==> config.mk <==
export PLATFORM = sky130hd
export DESIGN_NAME = uart_rx_cfg
export DESIGN_NICKNAME = d
export VERILOG_FILES = /design/src/rtl/uart_rx_cfg.sv
export SDC_FILE = /design/constraint.sdc
export NUM_CORES = 1
export LEC_CHECK = 0
export BUFFER_PORTS_ARGS = -buffer_cell sky130_fd_sc_hd__buf_2
export CAP_MARGIN = 0
export CORE_MARGIN = 4
export CORE_UTILIZATION = 44
export CTS_CLUSTER_DIAMETER = 80
export DETAILED_ROUTE_END_ITERATION = 10
export GPL_ROUTABILITY_DRIVEN = 0
export PLACE_DENSITY = 0.72
export SLEW_MARGIN = 15
export SYNTH_ARGS = -nofsm -noshare
export SYNTH_HDL_FRONTEND = slang
export SYNTH_SLANG_ARGS = --single-unit
==> constraint.sdc <==
create_clock -name clk -period 4 [get_ports clk]
set_clock_uncertainty 0.05 [all_clocks]
set_input_delay 0.2 -clock clk [delete_from_list [all_inputs] [get_ports clk]]
set_output_delay 0.2 -clock clk [all_outputs]
set_load 0.005 [all_outputs]
==> src/rtl/uart_rx_cfg.sv <==
// uart_rx_cfg: 8N1 UART receiver with a runtime-programmable bit period.
// The receiver aligns to the start-bit falling edge, checks the start bit
// at mid-bit, then samples each data bit and the stop bit one full period
// apart. The bit period is captured when the start edge is seen, so
// reprogramming mid-frame only affects the next frame.
module uart_rx_cfg #(
    parameter int DATA_BITS = 8
) (
    input  logic                 clk,
    input  logic                 rst_n,
    input  logic [31:0]          bps_para,
    input  logic                 rx,
    output logic [DATA_BITS-1:0] rx_data,
    output logic                 rx_valid,
    output logic                 frame_err,
    output logic                 busy
);

    typedef enum logic [1:0] {
        IDLE  = 2'd0,
        START = 2'd1,
        DATA  = 2'd2,
        STOP  = 2'd3
    } state_t;

    localparam int IDX_W = $clog2(DATA_BITS + 1);
    localparam logic [IDX_W-1:0] LAST_IDX = IDX_W'(DATA_BITS - 1);

    state_t               state;
    logic                 rx_meta;
    logic                 rxs;
    logic                 rx_prev;
    logic [31:0]          pl_q;
    logic [31:0]          cnt;
    logic [31:0]          half;
    logic [IDX_W-1:0]     bit_idx;
    logic [DATA_BITS-1:0] shreg;
    logic                 start_edge;

    // Half a bit period; pl_q never drops below 4, so this is at least 2.
    assign half       = pl_q >> 1;
    assign start_edge = rx_prev & ~rxs;

    // Two-flop synchroniser plus one delay stage for edge detection.
    // Reset to the idle-high line level so release never fakes a start.
    always_ff @(posedge clk or negedge rst_n) begin
        if (!rst_n) begin
            rx_meta <= 1'b1;
            rxs     <= 1'b1;
            rx_prev <= 1'b1;
        end else begin
            rx_meta <= rx;
            rxs     <= rx_meta;
            rx_prev <= rxs;
        end
    end

    // Frame state machine with registered strobes and busy flag.
    always_ff @(posedge clk or negedge rst_n) begin
        if (!rst_n) begin
            state     <= IDLE;
            pl_q      <= 32'd4;
            cnt       <= 32'd0;
            bit_idx   <= '0;
            shreg     <= '0;
            rx_data   <= '0;
            rx_valid  <= 1'b0;
            frame_err <= 1'b0;
            busy      <= 1'b0;
        end else begin
            rx_valid  <= 1'b0;
            frame_err <= 1'b0;
            case (state)
                IDLE: begin
                    // Only a real high-to-low transition starts a frame,
                    // so a line stuck low after a bad stop bit is ignored.
                    if (start_edge) begin
                        pl_q    <= (bps_para < 32'd4) ? 32'd4 : bps_para;
                        cnt     <= 32'd0;
                        bit_idx <= '0;
                        busy    <= 1'b1;
                        state   <= START;
                    end
                end
                START: begin
                    if (cnt == half - 32'd1) begin
                        cnt <= 32'd0;
                        if (!rxs) begin
                            state <= DATA;
                        end else begin
                            // Glitch shorter than half a bit: drop it silently.
                            busy  <= 1'b0;
                            state <= IDLE;
                        end
                    end else begin
                        cnt <= cnt + 32'd1;
                    end
                end
                DATA: begin
                    if (cnt == pl_q - 32'd1) begin
                        cnt     <= 32'd0;
                        // Shift in at the top so the first (LSB) bit ends at bit 0.
                        shreg   <= {rxs, shreg[DATA_BITS-1:1]};
                        bit_idx <= bit_idx + 1'b1;
                        if (bit_idx == LAST_IDX) begin
                            state <= STOP;
                        end
                    end else begin
                        cnt <= cnt + 32'd1;
                    end
                end
                STOP: begin
                    if (cnt == pl_q - 32'd1) begin
                        cnt <= 32'd0;
                        if (rxs) begin
                            rx_data  <= shreg;
                            rx_valid <= 1'b1;
                        end else begin
                            frame_err <= 1'b1;
                        end
                        // Leaving at mid-stop-bit lets a following start
                        // edge be caught with no idle gap.
                        busy  <= 1'b0;
                        state <= IDLE;
                    end else begin
                        cnt <= cnt + 32'd1;
                    end
                end
                default: begin
                    busy  <= 1'b0;
                    state <= IDLE;
                end
            endcase
        end
    end

endmodule

# Word-level counts from Yosys, hierarchy flattened
# Cells that the tools add are included.
# totals
reg_bits	92
latch_bits	0
mem_bits_rw	0
romBits	0
input_bits	35
out_inout_bits	11
word_cells	67
memories	0
# classes
addsub	4
n_mul	0
n_div	0
magnitude_cmp	1
eq_ne	12
shift	0
muxes	26
bitwise_logic	2
n_reduce_logical	10
# op_table
operator	n
$mux 32	4
$pmux 32 s3	1
$eq 32x32->1	2
$add 32x1->32 const B	1
$lt 32x3->1 const B	1
$sub 31x1->32 const B	1
$sub 32x1->32 const B	1
$mux 2	6
$ne 2x2->1 const B	6
$mux 1	10
$reduce_and 5->1	2
$mux 4	2
$pmux 2 s4	1
$pmux 4 s2	1
$reduce_and 3->1	2
$add 4x1->4 const B	1
$eq 2x2->1 const B	2
$eq 4x3->1 const B	1
$reduce_and 2->1	2
$pmux 1 s3	1
$reduce_bool 3->1	1
$eq 2x1->1 const B	1
$logic_not 2->1	1
$reduce_bool 2->1	1
3 further kinds	3

# Depth between registers and ports, before layout
# logic_depth
ltp_word	4
depth_mapped	15
depth_no_buf	11

# Worst setup path after synthesis
# OpenSTA, ideal clock, no wires.
# synth_path
path_type	reg-to-reg
from	reg pl_q[8]
to	reg cnt[12]
setup_ps	132
arrival_time_ps	3802
t_required_ps	3818
path_slack_ps	17
stages_incl_launch_ff	14
n_path_buf	4
period_less_slack_ps	3983
path_cell_list	dfrtp_1 > buf_6 > or4_4 > or4_4 > buf_6 > nor4_4 > o221ai_1 > or4b_1 > or4_4 > o21a_4 > buf_6 > buf_6 > o21ai_1 > o211ai_1
# synth_between
elab_chain_cells	4
word_cells_on_any_way	7
classes_between	add/sub: 2; eq/ne: 2; mux: 3
# synth_lines
element	line_no	rtl
from (decl)	33	logic [31:0] pl_q;
from (signal assigned)	78	pl_q <= (bps_para < 32'd4) ? 32'd4 : bps_para;
$sub 32x1->32 or $sub 31x1->32 (tied branches)	100, 113, 86	
$eq 32x32->1 (on tied branches)	100, 113, 86	
$mux 32 (on tied branches)	100, 113, 86	
$pmux 32 s3 (*)	73	case (state)
to (signal assigned)	96	cnt <= cnt + 32'd1;
to (signal assigned)	109	cnt <= cnt + 32'd1;
to (signal assigned)	126	cnt <= cnt + 32'd1;
to (decl)	34	logic [31:0] cnt;
# Mark *: on every way between the ends. The rest lies on a longest branch, timed or not.
# A chain may end at the register's enable or synchronous reset.

# Worst setup path after layout
# layout_path
from	reg pl_q[7]
to	reg cnt[14]
# Same word-level chain as after synthesis.

==> results.json <==
{
  "synth_edf_count": 0,
  "cts_max_level": 3,
  "fmax_mhz": 256,
  "vias": 7081,
  "dp_slack_ns": 0.0425,
  "synth.most_common_cell": "nand2_1",
  "route.detailed.drc": 0,
  "io_pins": 46,
  "tightestPinTransition_ns": 0.986,
  "start_util": 0.446,
  "avgSynthCellArea_um2": 7.89,
  "cts_root_buffer": "clkbuf_16",
  "grt_pass1_vias": 6565,
  "syn_nets": 934,
  "die_x_um": 135,
  "grt_pass1_wl_um": 34100,
  "hp-class": "in -> reg",
  "start_kind": "flip-flop",
  "hold_viol_final": 0,
  "numCtsBuffers": 9,
  "gr-total-overflow": 0,
  "num_antenna_cells": 0,
  "pwr-share-clk": 0.266,
  "ant_nets": 0,
  "antenna_found_initial": 0,
  "synth_common_cells": "172 x nand2_1, 88 x dfrtp_1, 63 x clkbuf_1",
  "layout-drive-gt1-share": 0.197,
  "min_path_cells": 3,
  "crit_type": "reg -> reg",
  "clock_latency_ns": 0.36,
  "pwr_density_cell_nw_per_um2": 383,
  "finalSetupViolCount": 0,
  "period_minus_slack_ns": 3.91,
  "p_sw_frac": 0.387,
  "ys_seq_elements": 92,
  "maxCapViolCount": 0,
  "post_drt_wl_per_cell_um": 17.9,
  "die-area_um2": 18100,
  "floorplan.rows": 46,
  "power.switching_mw": 1.24,
  "area_growth_pct": 18.3,
  "place.port_buffers": 45,
  "arrival_ns": 4.09,
  "cts.clk_slew.worst_paths_ns": 0.07,
  "finalWirelength_um": 21300,
  "grt_max_degree": 64,
  "synthCells": 895,
  "vias_per_cell": 5.96,
  "layout_setup_ws_ns": 0.0891,
  "p_int_mw": 1.96,
  "slew_headroom": 0.341,
  "status": "finished clean",
  "p_leak_nw": 3.51,
  "dp_hpwl_um": 15600,
  "ctsLongestPathBuffers": 2,
  "chipHeight_um": 135,
  "combPwrFrac": 0.363,
  "worstPathMaxFanout": 11,
  "synthArstFlopShare": 1.00,
  "grt_usage": 0.233,
  "netlist_area_um2": 7060,
  "yosys-top-cells-area": "dfrtp_1 31%, nand2_1 9.1%, xnor2_1 5.2%",
  "coreArea_um2": 15800,
  "setup_tns_ns": 0,
  "synth_ff_type": "dfrtp_1",
  "ys_seq_area_frac": 0.327,
  "cts_tree": "yes",
  "reg2reg_depth": 10,
  "synth_area_leader_cell": "dfrtp_1",
  "ys_types": 74,
  "endpoint_kind": "flip-flop",
  "pwr-share-seq": 0.371,
  "synth_top_area_frac": 0.312,
  "required_ns": 4.18,
  "cts.sinks": 92,
  "fin_nets": 1007,
  "maxSlewViolCount": 0,
  "first_pass_iters": 6,
  "ir_worst_vdd_mv": 0.348,
  "drtIter0Drc": 834,
  "yosys_warnings": 0,
  "fin_crit_sh": 0.978
}
-- worst max-delay path, cell delays in order (launching register included) --
cell,delay [ns]
dfrtp_1,0.39
or4_4,0.55
or4_4,0.56
nor4_4,0.30
o221ai_1,0.14
or4b_1,0.54
or4_4,0.58
o21a_4,0.28
buf_4,0.16
o21ai_1,0.12
o211ai_1,0.10
-- power groups by stage --
stage	Clock (mW)	Combinational [mW]	Sequential [mW]
floorplan	0	0.813	1.10
global placement	0	1.09	1.19
detailed placement	0	1.10	1.20
CTS	0.868	1.12	1.18
global route	0.909	1.27	1.20
finish	0.851	1.16	1.19
-- through the flow --
stage,utilization,total power [mW],area [um^2],hold WS (ns),instances
after floorplan,-,1.91,7060,-0.146,895
after global placement,0.492,2.28,7780,0.256,1149
after detailed placement,0.492,2.30,7780,0.259,1149
after CTS,0.523,3.17,8290,0.000683,1186
after global routing,0.528,3.38,8350,0.00277,1189
final,0.528,3.20,8350,0.00724,1189
-- cells by family after synthesis --
family / after synthesis / share of synthesized area
compound gates: 156 / 0.152
mux: 23 / 0.0356
buf+inv: 95 / 0.0569
fa+ha+maj: 4 / 0.00709
xor+xnor: 75 / 0.0931
flops: 92 / 0.327
simple gates: 450 / 0.328
-- placed cells by master, fill, tap and decap left out, types with 19 or more instances in the layout --
cell             n
nand2_1        172
dfrtp_1         88
buf_4           73
nor2_1          57
buf_2           44
xnor2_1         42
xor2_1          33
nor4_1          32
nand3_1         30
o21ai_0         29
nand4_1         27
a21oi_1         21
dlygate4sd3_1   21
nor3_1          19
-- cell type report --
class | instances | area, um^2
clock buffer | 9 | 225
clock inverter | 7 | 65.1
fill | 1450 | 7480
inverter | 16 | 60.1
multi-input combinational | 709 | 4400
sequential | 92 | 2310
tap | 216 | 270
timing repair buffer | 140 | 1020
-- metal layers --
layer	part of all wire	vias up	track usage
li1	-	3334	-
met5	0	-	0
met4	0.025	0	0.0724
met2	0.45	335	0.364
met1	0.44	3360	0.322
met3	0.088	52	0.0551
-- what timing repair did --
action | 4_1_cts | 5_1_grt
setup buffers | 0 | 2
hold endpoints to repair | 79 | 0
setup endpoints to repair | 0 | 51
resized for setup | 0 | 8
hold buffers | 21 | 0
-- flip-flops by register name, indices dropped and copies added, names as in the netlist, named ones only --
name and count:
rxs 1, state 1, pl_q 32, cnt 32
frame_err 1, rx_prev 1, shreg 8, busy 1
rx_meta 1, rx_valid 1, rx_data 8, bit_idx 4
-- final timing paths --
path | from | end | slack (ns)
setup / recovery | pl_q[7] | cnt[14] | 0.09
hold / removal | bps_para[28] | pl_q[28] | 0.007
setup reg to reg | pl_q[7] | cnt[14] | 0.09
hold reg to reg | rx_meta | rxs | 0.31
max in group asynchronous | rst_n | pl_q[2] | 2.54
min in group asynchronous | rst_n | cnt[18] | 0.41
Note: power is estimated with default switching activity, not from simulation.
